<file path="config.mk">
export PLATFORM = sky130hd
export DESIGN_NAME = alu_exec_seq
export DESIGN_NICKNAME = d
export VERILOG_FILES = /design/src/rtl/alu_exec_seq.sv
export SDC_FILE = /design/constraint.sdc
export NUM_CORES = 1
export LEC_CHECK = 0
export CAP_MARGIN = 20
export CORE_MARGIN = 3
export CORE_UTILIZATION = 25
export CTS_CLUSTER_DIAMETER = 30
export CTS_CLUSTER_SIZE = 40
export DETAILED_ROUTE_END_ITERATION = 12
export SLEW_MARGIN = 25
export SYNTH_ARGS = -nofsm -noshare
export SYNTH_HDL_FRONTEND = slang
export SYNTH_SLANG_ARGS = --single-unit
</file>
<file path="constraint.sdc">
create_clock -name clk -period 2.4 [get_ports clk]
set_input_delay 0.36 -clock clk [delete_from_list [all_inputs] [get_ports clk]]
set_output_delay 0.36 -clock clk [all_outputs]
set_load 0.03 [all_outputs]
</file>
<file path="src/rtl/alu_exec_seq.sv">
// Execute-stage ALU with a valid/ready request port and a valid/ready result port.
// Logic, add and compare ops finish in one cycle. Shifts and rotates move one bit
// per cycle, so a long shift holds in_ready low and stalls the pipeline.
module alu_exec_seq #(
    parameter int WIDTH   = 16,
    parameter int SHAMT_W = 4
) (
    input  logic             clk,
    input  logic             rst,
    input  logic             in_valid,
    output logic             in_ready,
    input  logic [WIDTH-1:0] A,
    input  logic [WIDTH-1:0] B,
    input  logic [4:0]       Op,
    input  logic             Cin,
    input  logic             invA,
    input  logic             invB,
    input  logic             sign,
    output logic             out_valid,
    input  logic             out_ready,
    output logic [WIDTH-1:0] Out,
    output logic             Ofl,
    output logic             Z,
    output logic             err
);

    localparam logic [4:0] OP_ROL    = 5'b00000;
    localparam logic [4:0] OP_SLL    = 5'b00001;
    localparam logic [4:0] OP_SRL    = 5'b00011;
    localparam logic [4:0] OP_ADD    = 5'b00100;
    localparam logic [4:0] OP_XOR    = 5'b00110;
    localparam logic [4:0] OP_AND    = 5'b00111;
    localparam logic [4:0] OP_ROR    = 5'b01000;
    localparam logic [4:0] OP_BTR    = 5'b01001;
    localparam logic [4:0] OP_EQ     = 5'b01010;
    localparam logic [4:0] OP_LT     = 5'b01011;
    localparam logic [4:0] OP_LE     = 5'b01100;
    localparam logic [4:0] OP_CARRY  = 5'b01101;
    localparam logic [4:0] OP_NE     = 5'b01110;
    localparam logic [4:0] OP_GE     = 5'b01111;
    localparam logic [4:0] OP_CONCAT = 5'b10000;

    localparam logic [WIDTH-1:0]   ZERO_W = {WIDTH{1'b0}};
    localparam logic [SHAMT_W-1:0] ONE_S  = {{(SHAMT_W-1){1'b0}}, 1'b1};

    typedef enum logic [1:0] {
        ST_IDLE  = 2'd0,
        ST_SHIFT = 2'd1,
        ST_DONE  = 2'd2
    } state_t;

    // One 1-bit step of the shift/rotate selected by op.
    function automatic logic [WIDTH-1:0] shift_step(input logic [WIDTH-1:0] val,
                                                    input logic [4:0] op);
        logic [WIDTH-1:0] r;
        case (op)
            OP_ROL:  r = {val[WIDTH-2:0], val[WIDTH-1]};
            OP_SLL:  r = {val[WIDTH-2:0], 1'b0};
            OP_ROR:  r = {val[0], val[WIDTH-1:1]};
            OP_SRL:  r = {1'b0, val[WIDTH-1:1]};
            default: r = val;
        endcase
        return r;
    endfunction

    state_t             state_q, state_d;
    logic [WIDTH-1:0]   res_q, res_d;
    logic [SHAMT_W-1:0] cnt_q, cnt_d;
    logic [4:0]         op_q, op_d;
    logic               ofl_q, ofl_d;
    logic               z_q, z_d;
    logic               err_q, err_d;
    logic               rdy_en_q;

    logic [WIDTH-1:0]   aa_s, bb_s, s_s, alu_res_s, btr_s, step_s;
    logic [WIDTH:0]     sum_s;
    logic               co_s, v_s, lt_s, eq_s, alu_ofl_s, alu_err_s, is_shift_s, accept_s;
    logic [SHAMT_W-1:0] shamt_s;

    // Combinational datapath evaluated on the incoming request.
    always_comb begin
        aa_s      = invA ? ~A : A;
        bb_s      = invB ? ~B : B;
        sum_s     = {1'b0, aa_s} + {1'b0, bb_s} + {{WIDTH{1'b0}}, Cin};
        co_s      = sum_s[WIDTH];
        s_s       = sum_s[WIDTH-1:0];
        v_s       = (aa_s[WIDTH-1] == bb_s[WIDTH-1]) && (s_s[WIDTH-1] != aa_s[WIDTH-1]);
        lt_s      = sign ? (s_s[WIDTH-1] ^ v_s) : ~co_s;
        eq_s      = (A == B);
        shamt_s   = B[SHAMT_W-1:0];
        btr_s     = ZERO_W;
        for (int i = 0; i < WIDTH; i++) begin
            btr_s[i] = A[WIDTH-1-i];
        end
        alu_ofl_s  = 1'b0;
        alu_err_s  = 1'b0;
        is_shift_s = 1'b0;
        case (Op)
            OP_ADD: begin
                alu_res_s = s_s;
                alu_ofl_s = sign ? v_s : co_s;
            end
            OP_XOR:    alu_res_s = aa_s ^ bb_s;
            OP_AND:    alu_res_s = aa_s & bb_s;
            OP_BTR:    alu_res_s = btr_s;
            OP_EQ:     alu_res_s = {{(WIDTH-1){1'b0}}, eq_s};
            OP_NE:     alu_res_s = {{(WIDTH-1){1'b0}}, ~eq_s};
            OP_LT:     alu_res_s = {{(WIDTH-1){1'b0}}, lt_s};
            OP_LE:     alu_res_s = {{(WIDTH-1){1'b0}}, lt_s | eq_s};
            OP_GE:     alu_res_s = {{(WIDTH-1){1'b0}}, ~lt_s};
            OP_CARRY:  alu_res_s = {{(WIDTH-1){1'b0}}, co_s};
            OP_CONCAT: alu_res_s = {A[WIDTH/2-1:0], B[WIDTH/2-1:0]};
            OP_ROL, OP_SLL, OP_ROR, OP_SRL: begin
                // Shift by zero completes immediately with A unchanged.
                alu_res_s  = A;
                is_shift_s = 1'b1;
            end
            default: begin
                alu_res_s = ZERO_W;
                alu_err_s = 1'b1;
            end
        endcase
    end

    // Output/handshake decode from the current state.
    always_comb begin
        if (state_q == ST_IDLE) begin
            in_ready = rdy_en_q;
        end else if (state_q == ST_DONE) begin
            in_ready = rdy_en_q & out_ready;
        end else begin
            in_ready = 1'b0;
        end
        out_valid = (state_q == ST_DONE);
        accept_s  = in_valid & in_ready;
        Out       = res_q;
        Ofl       = ofl_q;
        Z         = z_q;
        err       = err_q;
    end

    // Next-state and next-result computation.
    always_comb begin
        state_d = state_q;
        res_d   = res_q;
        cnt_d   = cnt_q;
        op_d    = op_q;
        ofl_d   = ofl_q;
        z_d     = z_q;
        err_d   = err_q;
        step_s  = shift_step(res_q, op_q);
        if (accept_s) begin
            op_d  = Op;
            ofl_d = alu_ofl_s;
            err_d = alu_err_s;
            if (is_shift_s && (shamt_s != {SHAMT_W{1'b0}})) begin
                state_d = ST_SHIFT;
                res_d   = A;
                cnt_d   = shamt_s;
                z_d     = 1'b0;
            end else begin
                state_d = ST_DONE;
                res_d   = alu_res_s;
                cnt_d   = {SHAMT_W{1'b0}};
                z_d     = (alu_res_s == ZERO_W);
            end
        end else begin
            case (state_q)
                ST_IDLE: state_d = ST_IDLE;
                ST_SHIFT: begin
                    res_d = step_s;
                    cnt_d = cnt_q - ONE_S;
                    z_d   = (step_s == ZERO_W);
                    if (cnt_q == ONE_S) begin
                        state_d = ST_DONE;
                    end else begin
                        state_d = ST_SHIFT;
                    end
                end
                ST_DONE: begin
                    if (out_ready) begin
                        state_d = ST_IDLE;
                    end else begin
                        state_d = ST_DONE;
                    end
                end
                default: state_d = ST_IDLE;
            endcase
        end
    end

    // State and result registers; reset drops any in-flight or pending result.
    always_ff @(posedge clk or posedge rst) begin
        if (rst) begin
            state_q  <= ST_IDLE;
            res_q    <= {WIDTH{1'b0}};
            cnt_q    <= {SHAMT_W{1'b0}};
            op_q     <= 5'b00000;
            ofl_q    <= 1'b0;
            z_q      <= 1'b0;
            err_q    <= 1'b0;
            rdy_en_q <= 1'b0;
        end else begin
            state_q  <= state_d;
            res_q    <= res_d;
            cnt_q    <= cnt_d;
            op_q     <= op_d;
            ofl_q    <= ofl_d;
            z_q      <= z_d;
            err_q    <= err_d;
            rdy_en_q <= 1'b1;
        end
    end

endmodule

</file>
==> flow_summary_export.csv, run 1 <==
group,metric,value,unit
hold_path,worst_hold_path_type,"in -> async",
routing,post_drt_wl_per_cell,17.6,um
run,cap_viol_max_count,0,
clocking,cts_root_buffer,"clkbuf_16",
synthesis,synthArstFlopShare,100,%
clocking,cts.sinks,31,
cells_and_area,area_growth,75.4,%
clocking,cts_buffers,5,
floorplan,dieArea,18100,um2
critical_path,endpoint_kind,"register",
synthesis,synthCells,547,
placement,portBuffers,65,
cells_and_area,nFillCells,1572,
critical_path,critPathMaxStageDelay,0.45,ns
floorplan,start_util,25.7,%
clocking,cts_tree,"done",
critical_path,worstSetupStartpointType,"input pin",
floorplan,core_area,16000,um2
critical_path,slowest_stage,"fa_2",
cells_and_area,layout-drive-gt1-share,40.1,%
synthesis,synth_cell_type_count,71,
sta,rsz0062_at_grt,"yes",
sta,tightestPinTransition,0.541,ns
critical_path,crit_family,"simple AND/OR/NAND/NOR gates",
critical_path,required,2.61,ns
routing,drt-total-wl,17800,um
critical_path,path_max_fanout,7,
synthesis,seq_area_frac_synth,18.8,%
global_route,grt_pass1_vias,5146,
synthesis,synth_edf_count,0,
placement,globalplace.congestion,0.930,
sta,slew_violations,0,
power_and_ir_drop,p_leak,3.22,nW
sta,min_period,3.71,ns
routing,viasPerCell,5.19,
synthesis,ys.warnings.count,0,
critical_path,crit_arrival,3.92,ns
sta,finalSetupViolations,15,
power_and_ir_drop,finalPower,3.78,mW
outcome,violations,"negative setup slack",
clocking,clk_latency,0.28,ns
routing,route.detailed.drc,0,
power_and_ir_drop,vdd_drop_max,0.000354,V
synthesis,ys_seq_elements,31,
power_and_ir_drop,powerDensity,524,nW/um2
cells_and_area,diodes,0,
global_route,grt_start_max_net_pins,32,
routing,wl_met3,1190,um
sta,fin_crit_sh,155,%
routing,drt-pass1-iter-count,5,
global_route,antenna_found_initial,0,
floorplan,io_pins,66,
critical_path,crit_chain,"buf_8, buf_12, buf_8, buf_4, xor2_2, ha_4, inv_2, buf_4, o41ai_4, o21ai_1, nand2b_1, a21o_1, fa_2, a22oi_2, nand3_1, or3_1, nor4_1, nand4_1, nor4_2, a21o_1",
routing,top_layer,"met4",
routing,ant_nets,0,
cells_and_area,fin_nets,860,
synthesis,synth_area_per_cell,7.53,um2
global_route,grt_use_total,19.0,%
outcome,status,"complete, but fails checks",
clocking,cts_hold_buffers,0,
floorplan,rows,46,
synthesis,syn-num-nets,616,
routing,met1_length,8130,um
critical_path,path_buf_inv,6,
sta,max-slew-margin-rel,63.5,%
sta,final.setup.worst_slack,-1.31,ns
clocking,clk_path_buf_depth,2,
critical_path,criticalPathCategory,"in -> reg",
global_route,grt_pass1_wl,27600,um
sta,hold_violations,0,
sta,fin_setup_tns,-11.77,ns
routing,vias,5224,
clocking,h-tree-depth,2,
synthesis,synth-main-ff-cell,"dfrtp_1",
floorplan,fp.dieW,134,um
synthesis,syn_area,4120,um2
sta,fin_skew,0.00614,ns
clocking,clk_pin_slew_worst_paths,0.05,ns
routing,met2_length,8110,um
sta,timing.fmax,270,MHz
routing,drt_iter0_drc,457,
global_route,grt_overflow,0,
floorplan,die_y,134,um
placement,place_hpwl,13700,um
[cell usage in the layout (no fill, tap or decap), types with 4 or more instances in the layout]
master | synthesis | routed
buf_4 | 2 | 189
nand2_1 | 57 | 55
nor2_1 | 46 | 43
clkdlybuf4s50_1 | 0 | 37
dfrtp_1 | 31 | 31
a21oi_1 | 43 | 29
xor2_1 | 38 | 28
xnor2_1 | 23 | 22
o21ai_0 | 34 | 20
inv_1 | 23 | 20
a22oi_1 | 23 | 20
a22o_1 | 18 | 18
ha_1 | 21 | 17
buf_6 | 2 | 17
nand3_1 | 17 | 15
dlygate4sd2_1 | 0 | 14
a21oi_2 | 0 | 12
o21ai_1 | 1 | 12
nand4_1 | 12 | 12
xor2_2 | 0 | 10
nand2b_1 | 6 | 5
a211oi_1 | 9 | 5
nor4_1 | 7 | 5
or3_1 | 5 | 5
a221oi_2 | 0 | 5
clkbuf_16 | 0 | 5
a21o_1 | 4 | 4
a211oi_2 | 1 | 4
nor4_2 | 2 | 4
o21a_1 | 4 | 4
buf_8 | 0 | 4
dlymetal6s2s_1 | 0 | 4
buf_12 | 0 | 4
[power by group]
part / internal (mW) / leakage (nW) / total, mW / switching (mW)
Sequential: 0.622 / 0.384 / 0.746 / 0.124
Clock: 0.404 / 0.0727 / 0.633 / 0.228
Combinational: 1.16 / 2.76 / 2.40 / 1.24
Total: 2.19 / 3.22 / 3.78 / 1.59
[path summary, 6_finish.rpt]
check / startpoint / slack, ns / cells after the start / to
setup / recovery: invB / -1.31 / 20 / Z
hold / removal: rst / 0.47 / 3 / rdy_en_q
setup reg to reg: state_q[0] / 0.01 / 11 / Z
hold reg to reg: Ofl / 0.49 / 2 / Ofl
max in group asynchronous: rst / 1.62 / 3 / Out[8]
min in group clk: B[0] / 0.47 / 4 / cnt_q[0]
[worst register-to-register path, delay by kind of cell, from the launching register on]
kind / cells / cell delay (ns)
AOI/OAI and AO/OA: 5 / 1.14
adders and majority gates: 1 / 0.22
buffers and inverters: 1 / 0.06
DFF: 1 / 0.35
and+or+nand+nor: 4 / 0.55
[cell families after synthesis]
| kind of cell | after synthesis | share of synthesized area (%) |
|---|---|---|
| XOR/XNOR | 61 | 13.0 |
| AND/OR/NAND/NOR | 178 | 21.3 |
| buffers and inverters | 63 | 6.53 |
| AO/OA/AOI/OAI | 188 | 32.1 |
| other | 1 | 0.0910 |
| multiplexers | 1 | 0.364 |
| flip-flops | 31 | 18.8 |
| adder cells (fa/ha/maj) | 24 | 7.84 |
[stage by stage]
| stage | instances | area, um2 | hold WS, ns | setup slack, ns | util, % |
|---|---|---|---|---|---|
| 6_report | 1007 | 7220 | 0.470 | -1.31 | 45.1 |
| 5_1_grt | 1007 | 7220 | 0.491 | -1.47 | 45.1 |
| 4_1_cts | 996 | 6930 | 0.492 | -1.43 | 43.3 |
| 3_5_place_dp | 955 | 6240 | 0.471 | -2.26 | 39.0 |
| 3_3_place_gp | 955 | 6240 | 0.466 | -2.16 | 39.0 |
| 2_1_floorplan | 547 | 4280 | 0.464 | -1.53 | - |
[cell type report]
class                   instances  area (um2)  area share, %
multi-input cells             453        3600           49.8
clock inverters                 1        5.00         0.0693
flip-flops and latches         31         776           10.7
well taps                     216         270           3.74
clock buffers                   6         139           1.92
inverters                      23        86.3           1.20
repair buffers                277        2350           32.5
[synth_stat cells (6+ instances only)]
library cell / instances / area (um2)
nor2_1: 46 / 173
a221oi_1: 9 / 78.8
clkbuf_1: 28 / 105
nor4_1: 7 / 43.8
dfrtp_1: 31 / 776
nand2b_1: 6 / 37.5
a22o_1: 18 / 158
inv_1: 23 / 86.3
buf_2: 8 / 40.0
a22oi_1: 23 / 173
a21oi_1: 43 / 215
ha_1: 21 / 263
nand2_1: 57 / 214
nand3_1: 17 / 85.1
o21ai_0: 34 / 170
xnor2_1: 23 / 201
xor2_1: 38 / 333
nand4_1: 12 / 75.1
a211oi_1: 9 / 67.6
[registers in the layout (all words and copies together) (netlist names)]
| name | cells |
|---|---|
| op_q | 5 |
| err | 1 |
| Out | 16 |
| Z | 1 |
| cnt_q | 4 |
| state_q | 2 |
| Ofl | 1 |
| rdy_en_q | 1 |
[layer usage]
metal | up-vias | GRT usage [%]
li1 | 2496 | -
met1 | 2493 | 27.1
met2 | 213 | 30.9
met3 | 22 | 2.10
met4 | 0 | 4.36
met5 | - | 0
[what timing repair did]
| item | in CTS | in global routing |
|---|---|---|
| gates resized for setup | 115 | 53 |
| setup buffers | 36 | 16 |
| setup endpoints to repair | 18 | 18 |
| pin swaps | 67 | 64 |
| hold endpoints to repair | 0 | 0 |
No activity file was read; power rests on OpenSTA's default activity.
==> run 2: changes to the inputs <==
- ABC_CLOCK_PERIOD_IN_PS: default -> 2400
==> results of run 2 <==
The final DEF is identical to that of run 1; final timing and power are the same.
